[src/rtl/disp_scan_ctrl.sv]
// Scan controller for a 4-digit common-anode 7-segment display.
// Time-multiplexes a per-frame snapshot of hex/point/blank/blink onto the AN/SEG pins.
module disp_scan_ctrl #(
  parameter int unsigned SCAN_DIV     = 100000,
  parameter int unsigned BLINK_FRAMES = 125
) (
  input  logic        clk,
  input  logic        rst,
  input  logic [15:0] hex,
  input  logic [3:0]  point,
  input  logic [3:0]  blank,
  input  logic [3:0]  blink,
  output logic [3:0]  AN,
  output logic [7:0]  SEG,
  output logic        frame
);

  localparam int unsigned CntW = $clog2(SCAN_DIV);
  localparam int unsigned FcW  = (BLINK_FRAMES > 1) ? $clog2(BLINK_FRAMES) : 1;
  localparam logic [CntW-1:0] CntLast = CntW'(SCAN_DIV - 1);
  localparam logic [FcW-1:0]  FcLast  = FcW'(BLINK_FRAMES - 1);

  typedef enum logic [1:0] {StD0, StD1, StD2, StD3} digit_e;

  digit_e          digit_q, digit_d;
  logic [CntW-1:0] cnt_q, cnt_d;
  logic            tick, snap;
  logic            init_q;
  logic [15:0]     hex_q, hex_d;
  logic [3:0]      point_q, point_d;
  logic [3:0]      blank_q, blank_d;
  logic [3:0]      blink_q, blink_d;
  logic [FcW-1:0]  fcnt_q, fcnt_d;
  logic            phase_q, phase_d;
  logic [3:0]      an_q, an_d;
  logic [7:0]      seg_q, seg_d;
  logic            frame_q;
  logic [1:0]      idx;
  logic [3:0]      nib;
  logic            dark;

  function automatic logic [6:0] seg_decode(input logic [3:0] v);
    logic [6:0] s;
    unique case (v)
      4'h0: s = 7'h40;
      4'h1: s = 7'h79;
      4'h2: s = 7'h24;
      4'h3: s = 7'h30;
      4'h4: s = 7'h19;
      4'h5: s = 7'h12;
      4'h6: s = 7'h02;
      4'h7: s = 7'h78;
      4'h8: s = 7'h00;
      4'h9: s = 7'h10;
      4'hA: s = 7'h08;
      4'hB: s = 7'h03;
      4'hC: s = 7'h46;
      4'hD: s = 7'h21;
      4'hE: s = 7'h06;
      4'hF: s = 7'h0E;
    endcase
    return s;
  endfunction

  always_comb begin
    tick  = (cnt_q == CntLast);
    cnt_d = tick ? '0 : cnt_q + 1'b1;
  end

  always_comb begin
    digit_d = digit_q;
    if (tick) begin
      unique case (digit_q)
        StD0: digit_d = StD1;
        StD1: digit_d = StD2;
        StD2: digit_d = StD3;
        StD3: digit_d = StD0;
      endcase
    end
  end

  // New frame: first clock out of reset, or the D3 -> D0 wrap.
  assign snap = init_q | (tick & (digit_q == StD3));

  always_comb begin
    hex_d   = hex_q;
    point_d = point_q;
    blank_d = blank_q;
    blink_d = blink_q;
    fcnt_d  = fcnt_q;
    phase_d = phase_q;
    if (snap) begin
      hex_d   = hex;
      point_d = point;
      blank_d = blank;
      blink_d = blink;
      if (fcnt_q == FcLast) begin
        fcnt_d  = '0;
        phase_d = ~phase_q;
      end else begin
        fcnt_d = fcnt_q + 1'b1;
      end
    end
  end

  // Outputs are computed from next-state so the registered pins line up with the slot.
  // The anode stays dark on the clock the digit changes to avoid ghosting.
  always_comb begin
    idx   = digit_d;
    nib   = hex_d[{idx, 2'b00} +: 4];
    dark  = blank_d[idx] | (blink_d[idx] & phase_d);
    seg_d = {~point_d[idx], seg_decode(nib)};
    an_d  = 4'hF;
    if (!tick && !dark) begin
      an_d[idx] = 1'b0;
    end
  end

  always_ff @(posedge clk or posedge rst) begin
    if (rst) begin
      cnt_q   <= '0;
      digit_q <= StD0;
      init_q  <= 1'b1;
      hex_q   <= '0;
      point_q <= '0;
      blank_q <= '0;
      blink_q <= '0;
      fcnt_q  <= '0;
      phase_q <= 1'b0;
      an_q    <= 4'hF;
      seg_q   <= 8'hFF;
      frame_q <= 1'b0;
    end else begin
      cnt_q   <= cnt_d;
      digit_q <= digit_d;
      init_q  <= 1'b0;
      hex_q   <= hex_d;
      point_q <= point_d;
      blank_q <= blank_d;
      blink_q <= blink_d;
      fcnt_q  <= fcnt_d;
      phase_q <= phase_d;
      an_q    <= an_d;
      seg_q   <= seg_d;
      frame_q <= snap;
    end
  end

  assign AN    = an_q;
  assign SEG   = seg_q;
  assign frame = frame_q;

endmodule

[config.mk]
export PLATFORM = sky130hd
export DESIGN_NAME = disp_scan_ctrl
export DESIGN_NICKNAME = d
export VERILOG_FILES = /design/src/rtl/disp_scan_ctrl.sv
export SDC_FILE = /design/constraint.sdc
export NUM_CORES = 1
export LEC_CHECK = 0
export CAP_MARGIN = 20
export CELL_PAD_IN_SITES_DETAIL_PLACEMENT = 1
export CELL_PAD_IN_SITES_GLOBAL_PLACEMENT = 1
export CORE_MARGIN = 10
export CORE_UTILIZATION = 30
export CTS_CLUSTER_SIZE = 24
export DETAILED_ROUTE_END_ITERATION = 10
export PLACE_DENSITY = 0.6
export SLEW_MARGIN = 15
export SYNTH_ARGS = -nofsm -noshare
export SYNTH_HDL_FRONTEND = slang
export SYNTH_SLANG_ARGS = --single-unit
[constraint.sdc]
create_clock -name clk -period 9.38 [get_ports clk]
set_input_delay 1.407 -clock clk [delete_from_list [all_inputs] [get_ports clk]]
set_output_delay 1.407 -clock clk [all_outputs]
set_load 0.02 [all_outputs]
==> results.sh <==
export IMPL_seqPwrFrac=0.495
export IMPL_drc=0
export IMPL_port_buffers=42
export IMPL_period_needed_ps=4000
export IMPL_grt_max_degree=70
export IMPL_grt_util_all_layers=0.102
export IMPL_final_common_cell="nand2_1"
export IMPL_fin_ws_ps=5380
export IMPL_rows=37
export IMPL_core_area_um2=10400
export IMPL_syn_avg_cell_area_um2=10.9
export IMPL_initial_core_util=0.311
export IMPL_grt_antenna_before_repair=0
export IMPL_cp_arrival_ps=4260
export IMPL_routed_wl_um=7120
export IMPL_final_hold_violation_count=0
export IMPL_syn_nets=338
export IMPL_cts_resized=0
export IMPL_p_int_uw=522
export IMPL_synth_warnings=0
export IMPL_ant_nets=0
export IMPL_cts_buffers=9
export IMPL_cts_max_path_buffers=2
export IMPL_finClkSkew_ps=10.3
export IMPL_vias=2220
export IMPL_ys_seq_elements=69
export IMPL_drive_gt1_frac=0.165
export IMPL_place_gp_congestion=0.761
export IMPL_post_route_period_util=0.426
export IMPL_io_pins=43
export IMPL_setup_viol=0
export IMPL_syn_inst=297
export IMPL_combPwrFrac=0.163
export IMPL_die_x_um=124
export IMPL_num_nets_final=382
export IMPL_cts_sinks=69
export IMPL_ys_async_sr_fraction=1.00
export IMPL_seq_area_um2=1740
export IMPL_path_class="reg2reg"
export IMPL_clockPowerShare=0.342
export IMPL_grt_first_pass_wirelength_um=12300
export IMPL_setup_tns_final_ps=0
export IMPL_cts_hold_buf=0
export IMPL_cts_clk_slew_worst_paths_ps=80
export IMPL_ys_seq_area_frac=0.538
export IMPL_peakVddDrop_v=0.0000552
export IMPL_maxCapViolCount=0
export IMPL_switching_share=0.263
export IMPL_fillers=1159
export IMPL_synth_edf_count=0
export IMPL_grt_pass1_vias=2421
export IMPL_cts_tree="built"
export IMPL_leakage_nw=1.77
export IMPL_synth_main_ff_cell="dfrtp_1"
export IMPL_cp_start_kind="register"
export IMPL_grt_overflow_total=0
export IMPL_multiInputGateArea_um2=1370
export IMPL_maxSlewHeadroom=0.377
export IMPL_cp_data_required_time_ps=9640
export IMPL_area_delta_synth_final_pct=22.6
export IMPL_dp_slack_ps=5290
export IMPL_slew_viol_final=0
export IMPL_insertion_delay_ps=340
export IMPL_via_per_inst=4.62
export IMPL_layout_common_cells="nand2_1 (57), dfrtp_1 (56), clkdlybuf4s50_1 (42)"
export IMPL_power_density_nw_per_um2=179
export IMPL_drt_iter0_markers=101
export IMPL_finalPower_uw=709
export IMPL_rsz0062_at_grt="no"
export IMPL_root_buffer="clkbuf_8"
export IMPL_die_h_um=124
export IMPL_syn_area_um2=3240
export IMPL_max_freq_mhz=250
export IMPL_htreeDepth=3
export IMPL_worstMarginPinSlew_ps=933
export IMPL_antennaDiodeCount=0
export IMPL_first_pass_iters=4
export IMPL_hpwl_um=5100
export IMPL_wire_per_inst_um=14.8
export IMPL_status="finished, final reports clean"
export IMPL_hp_class="reg2reg"
export IMPL_cts_setup_buffers=0
export IMPL_hold_slack_ps=472
export IMPL_die_area_um2=15400
export IMPL_end_kind="register"
export IMPL_synth_distinct_cells=50
export IMPL_p_sw_uw=186
export IMPL_crit_fanout=30
[cell families (layout without fill, tap and decap cells)]
logic type,Yosys count,after routing,synth area share
AO/OA/AOI/OAI,21,21,0.0483
XOR/XNOR,20,20,0.0541
adder cells (fa/ha/maj),11,11,0.0425
buffers and inverters,26,74,0.0390
flip-flops,69,69,0.538
multiplexers,27,27,0.0985
other,1,1,0.00116
AND/OR/NAND/NOR,122,122,0.178
[stage by stage]
stage	utilization	instances	cell area [um^2]
2_1_floorplan	-	297	3240
3_3_place_gp	0.363	466	3780
3_5_place_dp	0.363	466	3780
4_1_cts	0.381	481	3970
5_1_grt	0.381	481	3970
6_report	0.381	481	3970
[sequential cells by signal, indices dropped and copies added, names as in the netlist, 2 cells and up]
register and count:
hex_q 16, point_q 4, blink_q 4, fcnt_q 7, SEG 8, AN 4, digit_q 2, cnt_q 17
blank_q 4
[path summary, 6_finish.rpt]
path / depth (start not counted) / to / slack, ps / startpoint
setup / recovery: 12 / SEG[0]$_DFF_PP1_ / 5380 / cnt_q[0]$_DFF_PP0_
hold / removal: 2 / blank_q[1]$_DFF_PP0_ / 470 / blank_q[1]$_DFF_PP0_
setup reg to reg: 12 / SEG[0]$_DFF_PP1_ / 5380 / cnt_q[0]$_DFF_PP0_
hold reg to reg: 2 / blank_q[1]$_DFF_PP0_ / 470 / blank_q[1]$_DFF_PP0_
max in group asynchronous: 3 / hex_q[0]$_DFF_PP0_ / 7150 / rst
min in group asynchronous: 3 / frame$_DFF_PP0_ / 1640 / rst
[power groups by stage]
stage,registers [mW],logic (mW),clock network [mW]
floorplan,0.360,0.0681,0
CTS,0.351,0.118,0.253
global placement,0.356,0.116,0
finish,0.351,0.115,0.242
detailed placement,0.356,0.118,0
global route,0.355,0.132,0.269
[layout make-up]
class	instances	area share
inverter	16	0.0164
sequential	69	0.439
multi-input combinational	202	0.345
clock buffer	13	0.0400
tap	136	0.0429
timing repair buffer	43	0.108
clock inverter	2	0.00882
[routing by layer]
layer / share of wire / routed length [um] / up-vias / GRT usage
met2: 0.49 / 3470 / 32 / 0.162
met5: 0 / 0 / - / 0
li1: - / - / 1080 / -
met4: 0.013 / 96 / 0 / 0.0453
met1: 0.45 / 3230 / 1099 / 0.126
met3: 0.046 / 326 / 9 / 0.0294
[synthesized netlist by cell type (2+ instances only)]
master | instances | area share
or3_1 | 2 | 0.0039
dfrtp_1 | 56 | 0.43
nor3_1 | 4 | 0.0062
buf_2 | 4 | 0.0062
and4_1 | 4 | 0.011
inv_4 | 2 | 0.0039
nand4_1 | 8 | 0.015
mux2_1 | 2 | 0.0070
xnor2_1 | 8 | 0.022
or2_2 | 2 | 0.0039
inv_1 | 12 | 0.014
nand2_1 | 57 | 0.066
ha_1 | 11 | 0.042
a211oi_1 | 2 | 0.0046
mux2i_1 | 9 | 0.028
inv_2 | 2 | 0.0023
o22ai_1 | 2 | 0.0039
buf_1 | 2 | 0.0023
a21oi_1 | 2 | 0.0031
mux2_2 | 13 | 0.045
nor4bb_1 | 2 | 0.0062
o22a_1 | 2 | 0.0054
nor2_1 | 24 | 0.028
nand3_1 | 10 | 0.015
buf_6 | 2 | 0.0070
o21ai_1 | 2 | 0.0031
mux2i_4 | 2 | 0.014
dfstp_2 | 13 | 0.11
xor2_1 | 12 | 0.032
o21ai_0 | 4 | 0.0062
[critical path: stages, from the launching register on]
cell,delay (ps)
dfrtp_1,410
ha_1,250
and4_4,210
and4_1,380
a21oi_4,840
inv_2,360
nand2_1,170
nand2_1,80
o221ai_1,450
inv_1,130
ha_1,240
and3_1,160
a211o_1,220
Power figures use the tool's default switching activity.
